## config.mk

```make
export PLATFORM = sky130hd
export DESIGN_NAME = alu_4_bit
export DESIGN_NICKNAME = d
export VERILOG_FILES = /design/src/rtl/alu_pkg.sv /design/src/rtl/alu_4_bit_core.sv /design/src/rtl/alu_4_bit.sv
export SDC_FILE = /design/constraint.sdc
export NUM_CORES = 1
export LEC_CHECK = 0
export BUFFER_PORTS_ARGS = -buffer_cell sky130_fd_sc_hd__buf_2
export CORE_AREA = 3 3 40 42
export DETAILED_ROUTE_END_ITERATION = 6
export DIE_AREA = 0 0 43 45
export PLACE_DENSITY_LB_ADDON = 0.2
export SLEW_MARGIN = 10
export SYNTH_ARGS = -nofsm -noshare
export SYNTH_HDL_FRONTEND = slang
export SYNTH_SLANG_ARGS = --single-unit
```

## constraint.sdc

```tcl
create_clock -name clk -period 0.92 [get_ports clk]
set_clock_uncertainty 0.05 [all_clocks]
set_input_delay 0.092 -clock clk [delete_from_list [all_inputs] [get_ports clk]]
set_output_delay 0.092 -clock clk [all_outputs]
set_load 0.005 [all_outputs]
```

## src/rtl/alu_pkg.sv

```systemverilog
// rtl/alu_pkg.sv - shared opcode encoding and default width for the alu_4_bit slice
package alu_pkg;

  localparam int ALU_DATA_W = 4;

  typedef enum logic [1:0] {
    OP_ADD  = 2'b00,
    OP_SUB  = 2'b01,
    OP_NOTA = 2'b10,
    OP_ORB  = 2'b11
  } opcode_e;

endpackage

```

## src/rtl/alu_4_bit_core.sv

```systemverilog
// rtl/alu_4_bit_core.sv - combinational next result for alu_4_bit
// Z/N next-state outputs exist only when ALU_FLAGS_EN is defined.
module alu_4_bit_core
  import alu_pkg::*;
#(
  parameter int DATA_W = ALU_DATA_W
) (
  input  logic [DATA_W-1:0] A,
  input  logic [DATA_W-1:0] B,
  input  logic [1:0]        Opcode,
`ifdef ALU_FLAGS_EN
  output logic              z_next,
  output logic              n_next,
`endif
  output logic [DATA_W:0]   c_next
);

  logic [DATA_W:0] a_ext;
  logic [DATA_W:0] b_ext;

  // One extra bit of headroom means add/sub can never wrap.
  assign a_ext = {A[DATA_W-1], A};
  assign b_ext = {B[DATA_W-1], B};

  always_comb begin
    c_next = a_ext + b_ext;
    case (Opcode)
      OP_ADD:  c_next = a_ext + b_ext;
      OP_SUB:  c_next = a_ext - b_ext;
      OP_NOTA: c_next = ~a_ext;
      OP_ORB:  c_next = {{DATA_W{1'b0}}, |B};
      default: c_next = a_ext + b_ext;
    endcase
  end

`ifdef ALU_FLAGS_EN
  assign z_next = (c_next == '0);
  assign n_next = c_next[DATA_W];
`endif

endmodule

```

## src/rtl/alu_4_bit.sv

```systemverilog
// rtl/alu_4_bit.sv - registered signed ALU top; result register and async reset
// Optional registered Z/N flags are enabled by defining ALU_FLAGS_EN.
module alu_4_bit
  import alu_pkg::*;
#(
  parameter int DATA_W = ALU_DATA_W
) (
  input  logic              clk,
  input  logic              reset,
  input  logic [DATA_W-1:0] A,
  input  logic [DATA_W-1:0] B,
  input  logic [1:0]        Opcode,
`ifdef ALU_FLAGS_EN
  output logic              Z,
  output logic              N,
`endif
  output logic [DATA_W:0]   C
);

  logic [DATA_W:0] c_next;
`ifdef ALU_FLAGS_EN
  logic z_next;
  logic n_next;
`endif

  alu_4_bit_core #(.DATA_W(DATA_W)) u_core (
    .A      (A),
    .B      (B),
    .Opcode (Opcode),
`ifdef ALU_FLAGS_EN
    .z_next (z_next),
    .n_next (n_next),
`endif
    .c_next (c_next)
  );

  always_ff @(posedge clk or posedge reset) begin
    if (reset) begin
      C <= '0;
    end else begin
      C <= c_next;
    end
  end

`ifdef ALU_FLAGS_EN
  always_ff @(posedge clk or posedge reset) begin
    if (reset) begin
      Z <= 1'b0;
      N <= 1'b0;
    end else begin
      Z <= z_next;
      N <= n_next;
    end
  end
`endif

endmodule

```

==> results.md, run 1 <==
- First-pass GRT wire length: 2194 um
- Status: complete, but fails checks
- CP endpoint kind: flop
- YS warnings: 0
- Fmax: 0.6309 GHz
- #FFs+latches synth: 5
- Final WL: 1585 um
- Max reg flops: 5
- GPL Wtd Cong: 0.8646
- Layout net count: 115
- VDD IR max: 0.0006218 V
- Vias/cell: 5.270
- Worst EP arrival: 1.72 ns
- # setup viols final: 4
- Least-Margin Pin Slew: 0.3512 ns
- Area leader, netlist: dfrtp_1
- Critical Path, Cell by Cell: buf_8 -> and2b_1 -> nor2_2 -> xnor2_2 -> ha_1 -> a21o_1 -> a21oi_4 -> mux2_4 -> nand3_2
- Wire per inst: 14.28 um
- DRC violations left: 0
- Static Leak: 0.4630 nW
- Detailed Place HPWL: 1032 um
- Share of layout cells above drive strength 1: 62.50%
- Total CTS buffers: 3
- Vias post-DR: 585
- PnR worst setup slack: -0.6650 ns
- Slowest stage delay, CP: 0.32 ns
- Power, Total: 0.001141 W
- Clock sink count: 5
- Port buffer count: 16
- Post-layout util: 75.85%
- Die Ht: 45 um
- CP required: 1.06 ns
- Period utilization: 172.3%
- CP Max Fanout: 3
- Power per cell area: 1171 nW/um^2
- Top cell type's share of synthesized area: 23.47%
- Failing checks: setup timing
- TritonRoute pass-1 iters: 2
- Hold Fails Final Rpt: 0
- Worst setup SP type: primary input
- Syn nets: 76
- Maxcap violations: 0
- Iter 0 DRT Violations: 8
- Relative slew slack: 76.51%
- Number of top-level pins: 17
- Number of fillers in the final layout: 97
- Worst-path clk slew: 0.05 ns
- Die Area: 1935 sq um
- Die X: 43 um
- Synth cell types: 30
- Cells after synthesis: 58
- Largest net degree at the start of global routing: 9
- Core ar.: 1285 sq um
- Number of global-route vias before repair: 547
- P&R area growth vs syn: 82.86%
- Largest regs: C (5)
- Starting density of the core: 41.48%
- Biggest register: C
- WS Path Type: primary input to flop
- Crit path time final: 1.585 ns
- Root buf cell: clkbuf_4
- GRT Total Usage: 15.23%
- CTS tree: done
- Grt ovf: 0
- Seq/Total Area, Yosys: 23.47%
- Slew Limit Fails: 0
- H-tree depth: 1
- Maximum clock path buffer count: 2
- Ant. Diodes: 0
- Top cells by area, synth: dfrtp_1 (23%), ha_1 (12%), a2111oi_2 (5.6%), inv_1 (5.6%), fa_1 (3.8%)
- CP max-delay cell: mux2_4
- Initial antenna violation count: 0
- DRT antenna net count: 0
- Row count: 13
- Family with the most delay on the worst path: compound AO/OA/AOI/OAI gates
- Unrepaired setup endpoints after global routing: true
- CP Buf/Inv Count: 1
- Avg Cell Area, Syn: 9.190 sq um
- Worst min path class: primary input to flop
- Synth Cell Area: 533.0 sq um
## per-layer routing
metal	part of all wire (%)	vias up	GRT usage, %
met3	4.9	2	1.594
li1	-	288	-
met2	58	19	32.04
met5	0	-	0
met4	0.88	0	5.422
met1	36	276	15.16
## what timing repair did
action	in CTS	in global routing
buffers inserted	1	1
hold buffers	1	0
gates resized for setup	17	15
pin swaps	13	9
endpoints found under the setup margin	5	5
endpoints found under the hold margin	5	0
## synthesized netlist by cell type, drive strengths merged
cell type	count
o22ai	2
and3	1
fa	1
nor2	3
o211ai	2
inv	8
a21o	1
nand3	2
o21ai	3
o21ba	1
o32ai	1
and2b	1
and4bb	1
nand2	1
nand2b	2
xor2	2
buf	1
mux2i	1
o31ai	1
nor2b	2
a221oi	1
mux2	1
a2111oi	2
a21oi	3
dfrtp	5
nand3b	1
xnor2	2
ha	5
or2	1
## placed cells by master (no fill, tap or decap), types with 2 or more instances in the layout
cell type  instances
buf_4             15
buf_2             12
dfrtp_1            5
inv_1              5
buf_6              4
ha_1               3
clkbuf_4           3
buf_8              3
o211ai_1           2
xor2_1             2
xnor2_2            2
inv_2              2
nor2_1             2
a21oi_1            2
ha_4               2
## power by group
part	switching, W	leakage, nW	internal (W)
Sequential	0.00000636	0.0610	0.000255
Combinational	0.000281	0.387	0.000340
Clock	0.0000944	0.0150	0.000164
## logic make-up (layout without fill, tap and decap cells)
logic type               Yosys count  count (layout)  synth area share, %
AO/OA/AOI/OAI                     17              17                24.41
XOR/XNOR                           4               4                6.574
adder cells (fa/ha/maj)            6               6                15.49
buffers and inverters              9              47                7.747
flip-flops                         5               5                23.47
multiplexers                       2               2                3.991
AND/OR/NAND/NOR                   15              15                18.31
## through the flow
| stage | hold slack, ns | setup slack [ns] | std cells | area (sq um) | TNS [ns] |
|---|---|---|---|---|---|
| 2_1_floorplan | -0.1795 | -0.8665 | 58 | 563.0 | -2.337 |
| 3_3_place_gp | -0.06207 | -0.9352 | 104 | 770.7 | -3.202 |
| 3_5_place_dp | -0.05691 | -0.9694 | 104 | 770.7 | -3.283 |
| 4_1_cts | 0.01307 | -0.6299 | 110 | 889.6 | -1.528 |
| 5_1_grt | 0.03535 | -0.7545 | 111 | 974.7 | -1.998 |
| 6_report | 0.02478 | -0.6650 | 111 | 974.7 | -1.746 |
## layout make-up
| type | count | area, sq um | share of cell area, % |
|---|---|---|---|
| Inverter | 8 | 32.53 | 3.338 |
| Sequential cell | 5 | 125.1 | 12.84 |
| Tap cell | 15 | 18.77 | 1.926 |
| Multi-Input combinational cell | 44 | 499.2 | 51.22 |
| Timing Repair Buffer | 35 | 272.8 | 27.98 |
| Clock buffer | 4 | 26.28 | 2.696 |
## final timing paths
kind                            from  endpoint  slack, ns  depth (start not counted)
max in group asynchronous      reset      C[1]       0.43                          3
max                        Opcode[1]      C[4]      -0.66                          9
min in group asynchronous      reset      C[2]       0.22                          3
min                             A[2]      C[2]       0.02                          2
Power figures use the tool's default switching activity.
==> run 2, diff against run 1 <==
SLEW_MARGIN = 40   (was 10)
SYNTH_HIERARCHICAL = 1   (was default)
==> run 2 against run 1 <==
- the run still ends with setup timing left
- sequential cell count is the same
- hold slack improved by 0.010 ns
- largest cell class unchanged
- synthesized cell count unchanged
- count of clock-buffer cells in the layout unchanged
- sequential power about the same
- critical endpoint unchanged
- routed wire length decreased by 6.7%
==> results.md, run 2 <==
- Fmax: 0.6324 GHz
- H-tree depth: 1
- Period utilization: 171.9%
- Post-layout util: 74.78%
- TritonRoute pass-1 iters: 2
- Vias post-DR: 581
- Cells after synthesis: 58
- Most common cell in the netlist: inv_1
- Final WL: 1479 um
- CTS tree: done
- Die Ht: 45 um
- Ant. Diodes: 0
- Seq/Total Area, Yosys: 24.81%
- Commonest cells post-synth: inv_1 (8), dfrtp_1 (5), ha_1 (5)
- Top cells by area, synth: dfrtp_1 (25%), ha_1 (12%), inv_1 (6.0%), fa_1 (4.0%), nor2b_1 (3.7%)
- Relative slew slack: 79.54%
- Hold Slack: 0.03475 ns
- Worst setup SP type: primary input
- CP Buf/Inv Count: 1
- #FFs+latches synth: 5
- Max reg flops: 5
- Maximum clock path buffer count: 2
- Maxcap violations: 0
- Power, Total: 0.001119 W
- DRC violations left: 0
- Syn nets: 76
- Slowest stage delay, CP: 0.34 ns
- GPL Wtd Cong: 0.8037
- Status: complete, but fails checks
- # setup viols final: 5
- Wire per inst: 13.32 um
- Grt ovf: 0
- Number of top-level pins: 17
- Critical Path, Cell by Cell: buf_8 -> nand2b_4 -> mux2i_4 -> fa_2 -> a21o_1 -> a21oi_4 -> mux2_4 -> nand3_2
- Worst-path clk slew: 0.05 ns
- Family with the most delay on the worst path: multiplexers
- Unrepaired setup endpoints after global routing: true
- GRT Total Usage: 18.21%
- Most common cell after layout, fill and taps aside: buf_4
- Share of layout cells above drive strength 1: 63.54%
- Top cell type's share of synthesized area: 24.81%
- VDD IR max: 0.0004448 V
- P&R area growth vs syn: 90.57%
- Initial antenna violation count: 0
- Cell total after placement: 101
- Slew Limit Fails: 0
- YS warnings: 6
- Crit path time final: 1.581 ns
- DRT antenna net count: 0
- First-pass GRT wire length: 2532 um
- Post-synth EDFFs: 0
- Iter 0 DRT Violations: 5
- Failing checks: setup timing
- Die Area: 1935 sq um
- Synth cell types: 30
- Hold Fails Final Rpt: 0
- Starting density of the core: 39.24%
- Largest regs: C (5)
- Root buf cell: clkbuf_4
- Clock sink count: 5
- Setup TNS: -1.824 ns
- Static Leak: 0.4546 nW
- Synth Cell Area: 504.2 sq um
- Vias/cell: 5.234
- CP Max Fanout: 3
- CP required: 1.04 ns
- Worst EP arrival: 1.71 ns
- Fin cells: 111
- Die X: 43 um
- Commonest non-fill, non-tap cells in the layout: buf_4 (15), buf_2 (12), dfrtp_1 (5), inv_1 (5), buf_6 (4)
- Largest net degree at the start of global routing: 9
- WS Path Type: primary input to flop
- PnR worst setup slack: -0.6612 ns
- Port buffer count: 16
- Biggest register: C
- Area leader, netlist: dfrtp_1
- Least-Margin Pin Slew: 0.3028 ns
- Core ar.: 1285 sq um
- Dominant synthesized flop cell: dfrtp_1
- Power per cell area: 1165 nW/um^2
- CP endpoint kind: flop
- Async SR Flop Fraction: 100.0%
- Worst min path class: primary input to flop
- Layout net count: 115
- CP max-delay cell: fa_2
- Avg Cell Area, Syn: 8.694 sq um
- Total CTS buffers: 3
- Detailed Place HPWL: 1072 um
- Row count: 13
- Number of global-route vias before repair: 618
[run 2: changes by cell type after synthesis, sizes merged]
| cell | delta |
|---|---|
| and2b | -1 |
| and4bb | -1 |
| nor2b | +1 |
| nor4bb | +1 |
[run 2: logic make-up (layout without fill, tap and decap cells)]
family | after synthesis | after routing | share of synthesized area [%]
AO/OA/AOI/OAI | 17 | 17 | 23.57
AND/OR/NAND/NOR | 15 | 15 | 17.12
buffers and inverters | 9 | 47 | 6.947
adder cells (fa/ha/maj) | 6 | 6 | 16.38
flip-flops | 5 | 5 | 24.81
XOR/XNOR | 4 | 4 | 6.949
multiplexers | 2 | 2 | 4.218
[run 2: stage by stage]
step	worst slack [ns]	instance area [sq um]
global placement	-0.9948	745.7
detailed placement	-1.025	745.7
global route	-0.7377	960.9
finish	-0.6612	960.9
floorplan	-0.8767	564.3
CTS	-0.6359	898.4
[run 2: layout make-up]
cell class	count	area, sq um
Multi-Input combinational cell	44	485.5
Fill cell	97	324.1
Inverter	8	32.53
Timing Repair Buffer	35	272.8
Sequential cell	5	125.1
Tap cell	15	18.77
Clock buffer	4	26.28
[run 2: power breakdown]
| part | internal (W) | switching, W |
|---|---|---|
| registers | 0.000255 | 0.00000708 |
| clock network | 0.000164 | 0.0000876 |
| logic | 0.000337 | 0.000269 |
[run 2: path summary, 6_finish.rpt]
check                           from  depth (start not counted)  endpoint
max                        Opcode[1]                          8      C[4]
min                             A[2]                          2      C[2]
max in group asynchronous      reset                          3      C[4]
min in group asynchronous      reset                          3      C[2]
[run 2: timing repair]
item | 4_1_cts | 5_1_grt
setup buffers | 3 | 3
hold endpoints to repair | 5 | 0
cloned | 0 | 0
pin swaps | 12 | 14
gates resized for setup | 24 | 12
hold buffers | 1 | 0
setup endpoints to repair | 4 | 5
[run 2: per-layer routing]
metal | vias to the layer above | wire (um) | global-route usage [%]
met5 | - | 0 | 0
met4 | 0 | 78 | 15.66
met3 | 8 | 89 | 5.179
met2 | 19 | 769 | 33.53
met1 | 268 | 541 | 16.30
li1 | 286 | - | -
==> run 3, diff against run 2 <==
CTS_BUF_LIST = sky130_fd_sc_hd__clkbuf_8   (was default)
SKIP_LAST_GASP = 1   (was default)
==> run 3 against run 2 <==
- the flow still finishes with violations (setup timing)
- non-clock buffer count is 1 lower
- sequential power hardly changed
- critical path type unchanged
- largest power group unchanged
- sequential share of layout area is 0.15 points lower
==> results.md, run 3 (synthesis results as in run 2) <==
- Family with the most delay on the worst path: multiplexers
- CP Buf/Inv Count: 1
- Max reg flops: 5
- CP required: 1.03 ns
- WS Path Type: primary input to flop
- P&R area growth vs syn: 92.80%
- Die Ht: 45 um
- Hold Path Sink: C[2]
- Status: complete, but fails checks
- CP max-delay cell: fa_2
- Static Leak: 0.4645 nW
- Maximum clock path buffer count: 2
- Crit path time final: 1.595 ns
- Critical Path, Cell by Cell: buf_8 -> nand2b_4 -> mux2i_4 -> fa_2 -> a21o_1 -> a21oi_4 -> mux2_4 -> nand3_2
- PnR worst setup slack: -0.6755 ns
- Root buf cell: clkbuf_8
- Largest regs: C (5)
- # setup viols final: 4
- Row count: 13
- Worst setup SP type: primary input
- TritonRoute pass-1 iters: 4
- Number of global-route vias before repair: 612
- Slew Limit Fails: 0
- Vias/cell: 5.291
- Vias post-DR: 582
- Initial antenna violation count: 0
- Power per cell area: 1285 nW/um^2
- Hold path depth: 2
- Relative slew slack: 79.57%
- Total CTS buffers: 3
- Number of top-level pins: 17
- Largest net degree at the start of global routing: 9
- Grt ovf: 0
- GRT Total Usage: 17.54%
- GPL Wtd Cong: 0.8037
- Iter 0 DRT Violations: 5
- Period utilization: 173.4%
- First-pass GRT wire length: 2484 um
- Maxcap violations: 0
- Register area: 125.1 sq um
- CTS tree: done
- Unrepaired setup endpoints after global routing: true
- Most common cell after layout, fill and taps aside: buf_4
- H-tree depth: 1
- Wire per inst: 13.71 um
- Layout net count: 114
- Area of the multi-input gates: 485.5 sq um
- Number of fillers in the final layout: 93
- Worst-path clk slew: 0.04 ns
- Die X: 43 um
- Die Area: 1935 sq um
- Port buffer count: 16
- VDD IR max: 0.0005369 V
- Setup TNS: -1.938 ns
- Final WL: 1508 um
- Fin cells: 110
- CP endpoint kind: flop
- Worst EP arrival: 1.70 ns
- Fmax: 0.6268 GHz
- Worst min path class: primary input to flop
- Biggest register: C
- Core ar.: 1285 sq um
- DRT antenna net count: 0
- Ant. Diodes: 0
- Cell total after placement: 101
- Share of layout cells above drive strength 1: 62.11%
- Least-Margin Pin Slew: 0.3023 ns
- CP Max Fanout: 3
- Detailed Place HPWL: 1072 um
- Commonest non-fill, non-tap cells in the layout: buf_4 (14), buf_2 (12), inv_1 (6), dfrtp_1 (5), buf_6 (4)
- Hold Fails Final Rpt: 0
- Slowest stage delay, CP: 0.34 ns
- HP Start: A[2]
- Clock sink count: 5
- DRC violations left: 0
- Failing checks: setup timing
- Starting density of the core: 39.24%
run 3: cell types whose count changed in the layout (fill, tap and decap cells not counted):
cell	change
and3_1	+1
clkbuf_8	+3
clkbuf_4	-3
buf_4	-1
nor2b_4	+1
inv_1	+1
nor2b_2	-1
and3_4	-1
clkbuf_1	-1
run 3: what timing repair did:
| action | 4_1_cts | 5_1_grt |
|---|---|---|
| setup endpoints to repair | 4 | 5 |
| endpoints found under the hold margin | 5 | 0 |
| pin swaps | 12 | 13 |
| hold buffers | 1 | 0 |
| gates resized for setup | 23 | 13 |
| setup buffers | 3 | 1 |
run 3: power breakdown:
group          internal, W  switching, W  total [W]
Sequential        0.000255    0.00000742   0.000263
Combinational     0.000322      0.000268   0.000590
Clock             0.000286      0.000111   0.000397
run 3: area by class of cell:
cell class / instances / share of cell area [%]
Multi-Input combinational cell: 44 / 49.94
Timing Repair Buffer: 34 / 27.28
Sequential cell: 5 / 12.87
Clock buffer: 3 / 4.247
Inverter: 8 / 3.346
Tap cell: 15 / 1.931
Clock inverter: 1 / 0.3861
run 3: per-layer routing:
layer	GRT usage [%]	vias to the layer above	part of all wire, %
li1	-	282	-
met1	16.79	274	37
met2	33.23	20	53
met3	3.586	6	5.7
met4	12.65	0	3.6
met5	0	-	0
run 3: worst max path at each step:
stage	from	to	slack, ns	depth (start not counted)
5_1_grt	Opcode[1]	C[4]	-0.75	8
2_1_floorplan	Opcode[1]	C[4]	-0.88	8
3_3_place_gp	B[1]	C[4]	-0.99	8
3_5_place_dp	B[1]	C[4]	-1.02	8
6_report	Opcode[1]	C[4]	-0.68	8
4_1_cts	Opcode[1]	C[4]	-0.66	8
run 3: stage by stage:
| step | cell area, sq um | setup WS [ns] | total power [W] | utilization (%) | hold slack (ns) |
|---|---|---|---|---|---|
| floorplan | 564.3 | -0.8767 | 0.0005156 | - | -0.1795 |
| finish | 972.2 | -0.6755 | 0.001249 | 75.66 | 0.05732 |
| global route | 972.2 | -0.7517 | 0.001321 | 75.66 | 0.06782 |
| CTS | 913.4 | -0.6626 | 0.001163 | 71.08 | 0.04130 |
| global placement | 745.7 | -0.9948 | 0.0006683 | 58.03 | -0.05699 |
| detailed placement | 745.7 | -1.025 | 0.0006803 | 58.03 | -0.05782 |
